`src/rtl/sargantana_icache_pkg.sv`:
```
// Shared types and default sizing for the Sargantana instruction-cache flush logic.
//   DEFAULT_DEPTH    : default number of cache sets
//   DEFAULT_NUM_WAYS : default number of ways
//   flush_state_e    : flush controller FSM state
package sargantana_icache_pkg;

   localparam int unsigned DEFAULT_DEPTH    = 64;
   localparam int unsigned DEFAULT_NUM_WAYS = 4;

   typedef enum logic [1:0] {
      ST_IDLE  = 2'd0,
      ST_SWEEP = 2'd1,
      ST_DONE  = 2'd2
   } flush_state_e;

endpackage

```
`src/rtl/sargantana_icache_flush_ctrl.sv`:
```
// Instruction-cache flush controller: walks a full or ranged (wrapping) set
// interval, emitting one invalidate command per set for the latched way mask.
// Requests arriving while busy are coalesced into a single pending flush.
// Ports:
//   clk_i, rst_i           clock, synchronous active-high reset
//   flush_req_i            single-cycle flush request
//   flush_all_i            sweep every set (range ignored)
//   start_idx_i/end_idx_i  inclusive set range, may wrap
//   way_mask_i             ways to invalidate
//   stall_i                array busy, current command not accepted
//   inv_valid_o/idx/way    invalidate command
//   busy_o                 sweep in progress or request pending
//   done_o                 one-cycle completion pulse
module sargantana_icache_flush_ctrl
   import sargantana_icache_pkg::*;
#(
   parameter int unsigned DEPTH    = DEFAULT_DEPTH,
   parameter int unsigned NUM_WAYS = DEFAULT_NUM_WAYS,
   parameter int unsigned IDX_W    = $clog2(DEPTH)
) (
   input  logic                clk_i,
   input  logic                rst_i,
   input  logic                flush_req_i,
   input  logic                flush_all_i,
   input  logic [IDX_W-1:0]    start_idx_i,
   input  logic [IDX_W-1:0]    end_idx_i,
   input  logic [NUM_WAYS-1:0] way_mask_i,
   input  logic                stall_i,
   output logic                inv_valid_o,
   output logic [IDX_W-1:0]    inv_idx_o,
   output logic [NUM_WAYS-1:0] inv_way_o,
   output logic                busy_o,
   output logic                done_o
);

   localparam int unsigned CNT_W = IDX_W + 1;

   flush_state_e        state_q, state_d;
   logic [IDX_W-1:0]    idx_q, idx_d;
   logic [NUM_WAYS-1:0] way_q, way_d;
   logic [CNT_W-1:0]    cnt_q, cnt_d;

   logic                pend_q, pend_d;
   logic                pend_all_q, pend_all_d;
   logic [IDX_W-1:0]    pend_start_q, pend_start_d;
   logic [IDX_W-1:0]    pend_end_q, pend_end_d;
   logic [NUM_WAYS-1:0] pend_mask_q, pend_mask_d;

   logic                load_c;
   logic                accept_c;
   logic                ld_all_c;
   logic [IDX_W-1:0]    ld_start_c;
   logic [IDX_W-1:0]    ld_end_c;
   logic [NUM_WAYS-1:0] ld_mask_c;

   // Number of sets in a sweep; a wrapping range is handled by modular subtraction.
   function automatic logic [CNT_W-1:0] sweep_len(input logic             all,
                                                  input logic [IDX_W-1:0] s,
                                                  input logic [IDX_W-1:0] e);
      logic [IDX_W-1:0] span;
      span = e - s;
      if (all) begin
         return CNT_W'(DEPTH);
      end
      return {1'b0, span} + CNT_W'(1);
   endfunction

   // Parameters for a new sweep: a fresh request wins over older pending ones.
   always_comb begin
      ld_all_c   = pend_all_q;
      ld_start_c = pend_start_q;
      ld_end_c   = pend_end_q;
      ld_mask_c  = pend_mask_q;
      if (flush_req_i) begin
         ld_all_c   = flush_all_i;
         ld_start_c = start_idx_i;
         ld_end_c   = end_idx_i;
         ld_mask_c  = way_mask_i;
      end
   end

   // Next-state and datapath update.
   always_comb begin
      state_d      = state_q;
      idx_d        = idx_q;
      way_d        = way_q;
      cnt_d        = cnt_q;
      pend_d       = pend_q;
      pend_all_d   = pend_all_q;
      pend_start_d = pend_start_q;
      pend_end_d   = pend_end_q;
      pend_mask_d  = pend_mask_q;
      load_c       = 1'b0;
      accept_c     = 1'b0;

      // Requests while busy are parked; the latest one overwrites earlier ones.
      if (flush_req_i && (state_q != ST_IDLE)) begin
         pend_d       = 1'b1;
         pend_all_d   = flush_all_i;
         pend_start_d = start_idx_i;
         pend_end_d   = end_idx_i;
         pend_mask_d  = way_mask_i;
      end

      unique case (state_q)
         ST_IDLE: begin
            load_c = flush_req_i;
         end
         ST_SWEEP: begin
            accept_c = ~stall_i;
            if (accept_c) begin
               idx_d = idx_q + IDX_W'(1);
               cnt_d = cnt_q - CNT_W'(1);
               if (cnt_q == CNT_W'(1)) begin
                  state_d = ST_DONE;
               end
            end
         end
         ST_DONE: begin
            // Chain straight into the parked (or same-cycle) request.
            state_d = ST_IDLE;
            load_c  = flush_req_i | pend_q;
         end
         default: begin
            state_d = ST_IDLE;
         end
      endcase

      if (load_c) begin
         state_d = ST_SWEEP;
         idx_d   = ld_all_c ? '0 : ld_start_c;
         way_d   = ld_mask_c;
         cnt_d   = sweep_len(ld_all_c, ld_start_c, ld_end_c);
         pend_d  = 1'b0;
      end
   end

   // State and datapath registers.
   always_ff @(posedge clk_i) begin
      if (rst_i) begin
         state_q      <= ST_IDLE;
         idx_q        <= '0;
         way_q        <= '0;
         cnt_q        <= '0;
         pend_q       <= 1'b0;
         pend_all_q   <= 1'b0;
         pend_start_q <= '0;
         pend_end_q   <= '0;
         pend_mask_q  <= '0;
      end else begin
         state_q      <= state_d;
         idx_q        <= idx_d;
         way_q        <= way_d;
         cnt_q        <= cnt_d;
         pend_q       <= pend_d;
         pend_all_q   <= pend_all_d;
         pend_start_q <= pend_start_d;
         pend_end_q   <= pend_end_d;
         pend_mask_q  <= pend_mask_d;
      end
   end

   // Outputs decoded from registered state only; command fields forced to 0 outside a sweep.
   assign inv_valid_o = (state_q == ST_SWEEP);
   assign inv_idx_o   = (state_q == ST_SWEEP) ? idx_q : '0;
   assign inv_way_o   = (state_q == ST_SWEEP) ? way_q : '0;
   assign done_o      = (state_q == ST_DONE);
   assign busy_o      = (state_q != ST_IDLE) | pend_q;

endmodule

```
`config.mk`:
```
export PLATFORM = sky130hd
export DESIGN_NAME = sargantana_icache_flush_ctrl
export DESIGN_NICKNAME = d
export VERILOG_FILES = /design/src/rtl/sargantana_icache_pkg.sv /design/src/rtl/sargantana_icache_flush_ctrl.sv
export SDC_FILE = /design/constraint.sdc
export NUM_CORES = 1
export LEC_CHECK = 0
export CAP_MARGIN = 25
export CORE_ASPECT_RATIO = 1.75
export CORE_MARGIN = 2
export CORE_UTILIZATION = 57
export DETAILED_ROUTE_END_ITERATION = 6
export PLACE_DENSITY = 0.84
export RECOVER_POWER = 50
export SLEW_MARGIN = 20
export SYNTH_ARGS = -nofsm -noshare
export SYNTH_HDL_FRONTEND = slang
export SYNTH_SLANG_ARGS = --single-unit
```
`constraint.sdc`:
```
create_clock -name clk_i -period 5.4 [get_ports clk_i]
set_clock_uncertainty 0.15 [all_clocks]
set_input_delay 1.08 -clock clk_i [delete_from_list [all_inputs] [get_ports clk_i]]
set_output_delay 1.08 -clock clk_i [all_outputs]
set_load 0.02 [all_outputs]
```
[Word-level counts from Yosys, hierarchy flattened]
Cells that the tools add are included.
Storage, ports and cells
  flip-flop bits (word level): 37
  latch bits: 0
  RAM bits: 0
  ROM bits: 0
  input port bits: 21
  output and inout port bits: 13
  word-level logic and storage cells: 56
  memories: 0
Operators by class
  add/sub/neg operators: 4
  multiply operators: 0
  div/mod/pow operators: 0
  $lt $le $gt $ge: 0
  eq/ne operators: 9
  shift-type cells: 0
  multiplexer cells: 22
  bitwise operators: 3
  reductions and logical operators: 8
Operator list (number)
  $mux 6: 7
  $mux 7: 5
  $mux 4: 2
  $add 6x1->7 const B: 1
  $eq 7x1->1 const B: 1
  $sub 7x1->7 const B: 1
  $add 6x1->6 const B: 1
  $reduce_and 3->1: 2
  $sub 6x6->6: 1
  $mux 1: 4
  $mux 2: 2
  $ne 2x1->1 const B: 2
  $ne 2x2->1 const B: 2
  $pmux 2 s2: 1
  $reduce_bool 2->1: 2
  $ne 3x1->1 const B: 1
  $ne 3x2->1 const B: 1
  $eq 2x1->1 const B: 1
  $eq 2x2->1 const B: 1
  $logic_not 2->1: 1
  $or 1x1->1: 2
  $pmux 1 s2: 1
  $reduce_and 2->1: 1
  $reduce_or 2->1: 1
  other kinds (2): 2

[Depth between registers and ports, before layout]
  depth in word-level cells: 5
  mapped depth: 12
  gate-level depth less buffers: 10

[Least setup slack after synthesis]
Ideal clock, no wire load.
  kind: input to register
  start: in flush_req_i
  end: reg cnt_q[6]
  data arrival time: 3.630 ns
  setup slack: 1.532 ns
  cell stages on the path: 10
  path through: buf_2 -> buf_2 -> mux2_1 -> fa_1 -> a21o_1 -> a21oi_1 -> xnor2_1 -> nand2_1 -> or4b_1 -> a311oi_2
Between the ends
  longest elaborated chain between the ends: 5
RTL lines
  start: declaration: line sargantana_icache_flush_ctrl.sv:23  | input logic flush_req_i,
  $mux 6 or $mux 1 (tied branches): line sargantana_icache_flush_ctrl.sv:74  | if (flush_req_i) begin
  $sub 6x6->6 or $mux 1 (tied branches): line sargantana_icache_flush_ctrl.sv:61, sargantana_icache_flush_ctrl.sv:62
  $add 6x1->7 or $mux 1 (tied branches): line sargantana_icache_flush_ctrl.sv:65, sargantana_icache_flush_ctrl.sv:129
  $mux 7: line sargantana_icache_flush_ctrl.sv:65  | return {1'b0, span} + CNT_W'(1);
  $mux 7: line sargantana_icache_flush_ctrl.sv:129  | if (load_c) begin
  end signal: assignment: line sargantana_icache_flush_ctrl.sv:154  | cnt_q <= cnt_d;
  end: declaration: line sargantana_icache_flush_ctrl.sv:41  | logic [CNT_W-1:0] cnt_q, cnt_d;
Parallel ways exist; a longest one is shown, timed or not. The select of a mux whose other input is x is not followed.
A chain may end at the register's enable or synchronous reset.

[Final worst setup path]
Ends and elaborated chain as after synthesis.

==> run metrics <==
status=completed; Hold Crit Depth=2; reg2reg start=pend_start_q[0]$_SDFFE_PP0P_; DRT met1 WL=about 2000 µm; largest net degree at the start of global routing=39; commonest non-fill, non-tap cell in the layout=nand2_1; clk_lat worst skew=~0.29 ns; internal power=about 0.56 mW; Syn Inst Count=272; pre-CTS worst setup slack=0.919 ns; met2 WL=2810 µm; top layer in use=met4; Final Cycle Share=0.791; Die X=a little over 50 µm; clk slew on worst S/H paths=about 0.070 ns; first-pass GRT wire length=between 8000 and 9000 µm; total wire length=around 5200 µm; VDD IR max=approximately 280 µV; Initial Util=0.590; grt ovf=0; launch point of the critical path=flush_req_i; critical-path maximum fanout=11; Max-slew headroom=0.403; hold_sp=pend_start_q[0]$_SDFFE_PP0P_; total clock sinks=37; CORE AREA=between 0.003 and 0.004 mm²; H-tree depth=2; drt via density=5.82; per-cell routed wire length=approximately 15 µm; Met3 Wirelength=255 µm; Min-Delay Path Class=reg -> reg; # rows=29; switch share=0.285; area delta synth->final=22.6%; most frequent cells in the layout=42 x nand2_1, 37 x dfxtp_1, 27 x clkdlybuf4s50_1, 26 x a21oi_1, 23 x nor2_1; Worst EP required=about 5.5 ns; synthesized cell area=0.00214 mm²; Power Density=between 200 and 300 mW/mm²; Critical Path End Type=register; CTS tree=done; hold buffer count at cts=0; NetSw=around 0.22 mW; #FFs+latches synth=37; Worst Reg-to-Reg Cells=10; critical path class=in -> reg; Die Span Y=approximately 85 µm; Syn Nets=approximately 300; Slew Viols, Final=0; layout cells sized above 1=0.0532; Worst Setup Slack, final=roughly 1.1 ns; asr flop ratio synth=0; MaxCap Viol Count=0; Buffers on Ports=33; Arrival @ worst endpoint=about 4.3 ns; # Post-CTS Setup Buffers=0; GP Congestion=0.913; First-pass DRT Iterations=4; Max Fclk=roughly 230 MHz; crit start category=input port; setup violators final=0; clock buffer depth=2; Final Critical Period=about 4.3 ns; Seq pwr share=0.394; root buffer cell=clkbuf_8; vias after detailed routing=2020; YS warnings=0; total track usage=0.258; Final #Nets=approximately 330; die area=~0.0043 mm²; post-cts sizing count=0; n_diodes=0; post-synth cell types=41; combinational group share of total power=0.243; RSZ-0062 raised after global routing=no; post-synthesis sequential area ratio=0.346; total CTS buffers=5; I/O pins=34; overall power=around 0.78 mW; total negative slack=0 ns; initial antenna violation count=0; final hold violations=0; DRT iter0 DRCs=54; Main synth FF type=dfxtp_1; clock power share=0.363; LEAKAGE=around 1 nW; post-DP HPWL=3710 µm; syn_area_per_cell=about 7.9 µm²; vias in the first global route=between 1500 and 2000; DRC viols=0; Post-synth EDFFs=0; Routed Antenna Nets=0; Least-Margin Pin Slew=between 0.8 and 0.9 ns
-- path summary, 6_finish.rpt --
path	to	slack, ns
setup / recovery	cnt_q[6]$_SDFFE_PP0P_	1.13
hold / removal	pend_start_q[0]$_SDFFE_PP0P_	0.30
setup reg to reg	cnt_q[6]$_SDFFE_PP0P_	2.61
hold reg to reg	pend_start_q[0]$_SDFFE_PP0P_	0.30
-- routing by layer --
layer,vias up,GRT usage
met1,934,0.268
met2,69,0.481
met4,0,0.108
met5,-,0
met3,13,0.0546
li1,1004,-
-- stage by stage --
step           area [µm²]  cells  hold slack (ns)  utilization
2_1_floorplan        2140    272            0.282            -
3_3_place_gp         2490    338            0.289        0.686
3_5_place_dp         2490    339            0.296        0.688
4_1_cts              2630    347            0.307        0.724
5_1_grt              2630    347            0.318        0.723
6_report             2630    347            0.305        0.723
-- synth_stat cells (all sizes together) (4+ instances only) --
master / n / area [µm²]
nand2: 42 / 158
dfxtp: 37 / 741
a21oi: 28 / 148
nor2: 23 / 86.3
clkbuf: 13 / 48.8
o21ai: 12 / 60.1
nor3: 11 / 55.1
mux2i: 10 / 100
ha: 9 / 113
inv: 9 / 33.8
xnor2: 9 / 78.8
and2: 8 / 50.1
a211oi: 7 / 52.6
nand3: 7 / 35.0
mux2: 5 / 56.3
o21a: 5 / 37.5
nor2b: 4 / 25.0
o221ai: 4 / 35.0
-- state kept, by name (all words and copies together) (netlist names) --
name,flops
cnt_q,7
idx_q,6
pend_all_q,1
pend_end_q,6
pend_mask_q,4
pend_q,1
pend_start_q,6
state_q,2
way_q,4
-- kinds of logic (layout without fill, tap and decap cells) --
group,Yosys count,in the layout,synth area share
simple gates,108,108,0.233
buf+inv,25,54,0.0456
flops,37,37,0.346
xor+xnor,12,12,0.0491
fa+ha+maj,10,10,0.0620
mux,15,15,0.0731
compound gates,65,65,0.192
-- critical path, stage by stage --
cell           delay [ns]
dlygate4sd3_1        0.89
mux2i_1              0.27
ha_1                 0.19
inv_1                0.05
fa_1                 0.41
a21o_1               0.19
a21oi_1              0.19
xnor2_1              0.20
nand2_1              0.09
or4b_1               0.52
a311oi_2             0.25
-- power by group through the flow --
stage	clock, mW	combinational (mW)	sequential [mW]
2_1_floorplan	0	0.135	0.307
3_3_place_gp	0	0.180	0.311
3_5_place_dp	0	0.185	0.312
4_1_cts	0.288	0.189	0.306
5_1_grt	0.297	0.207	0.309
6_report	0.283	0.189	0.307
-- layout make-up --
cell class | count | area [µm²]
Tap cell | 46 | 57.6
Timing Repair Buffer | 37 | 357
Inverter | 9 | 33.8
Clock buffer | 5 | 68.8
Multi-Input combinational cell | 210 | 1300
Clock inverter | 3 | 65.1
Fill cell | 299 | 1000
Sequential cell | 37 | 741
Power figures use the tool's default switching activity.
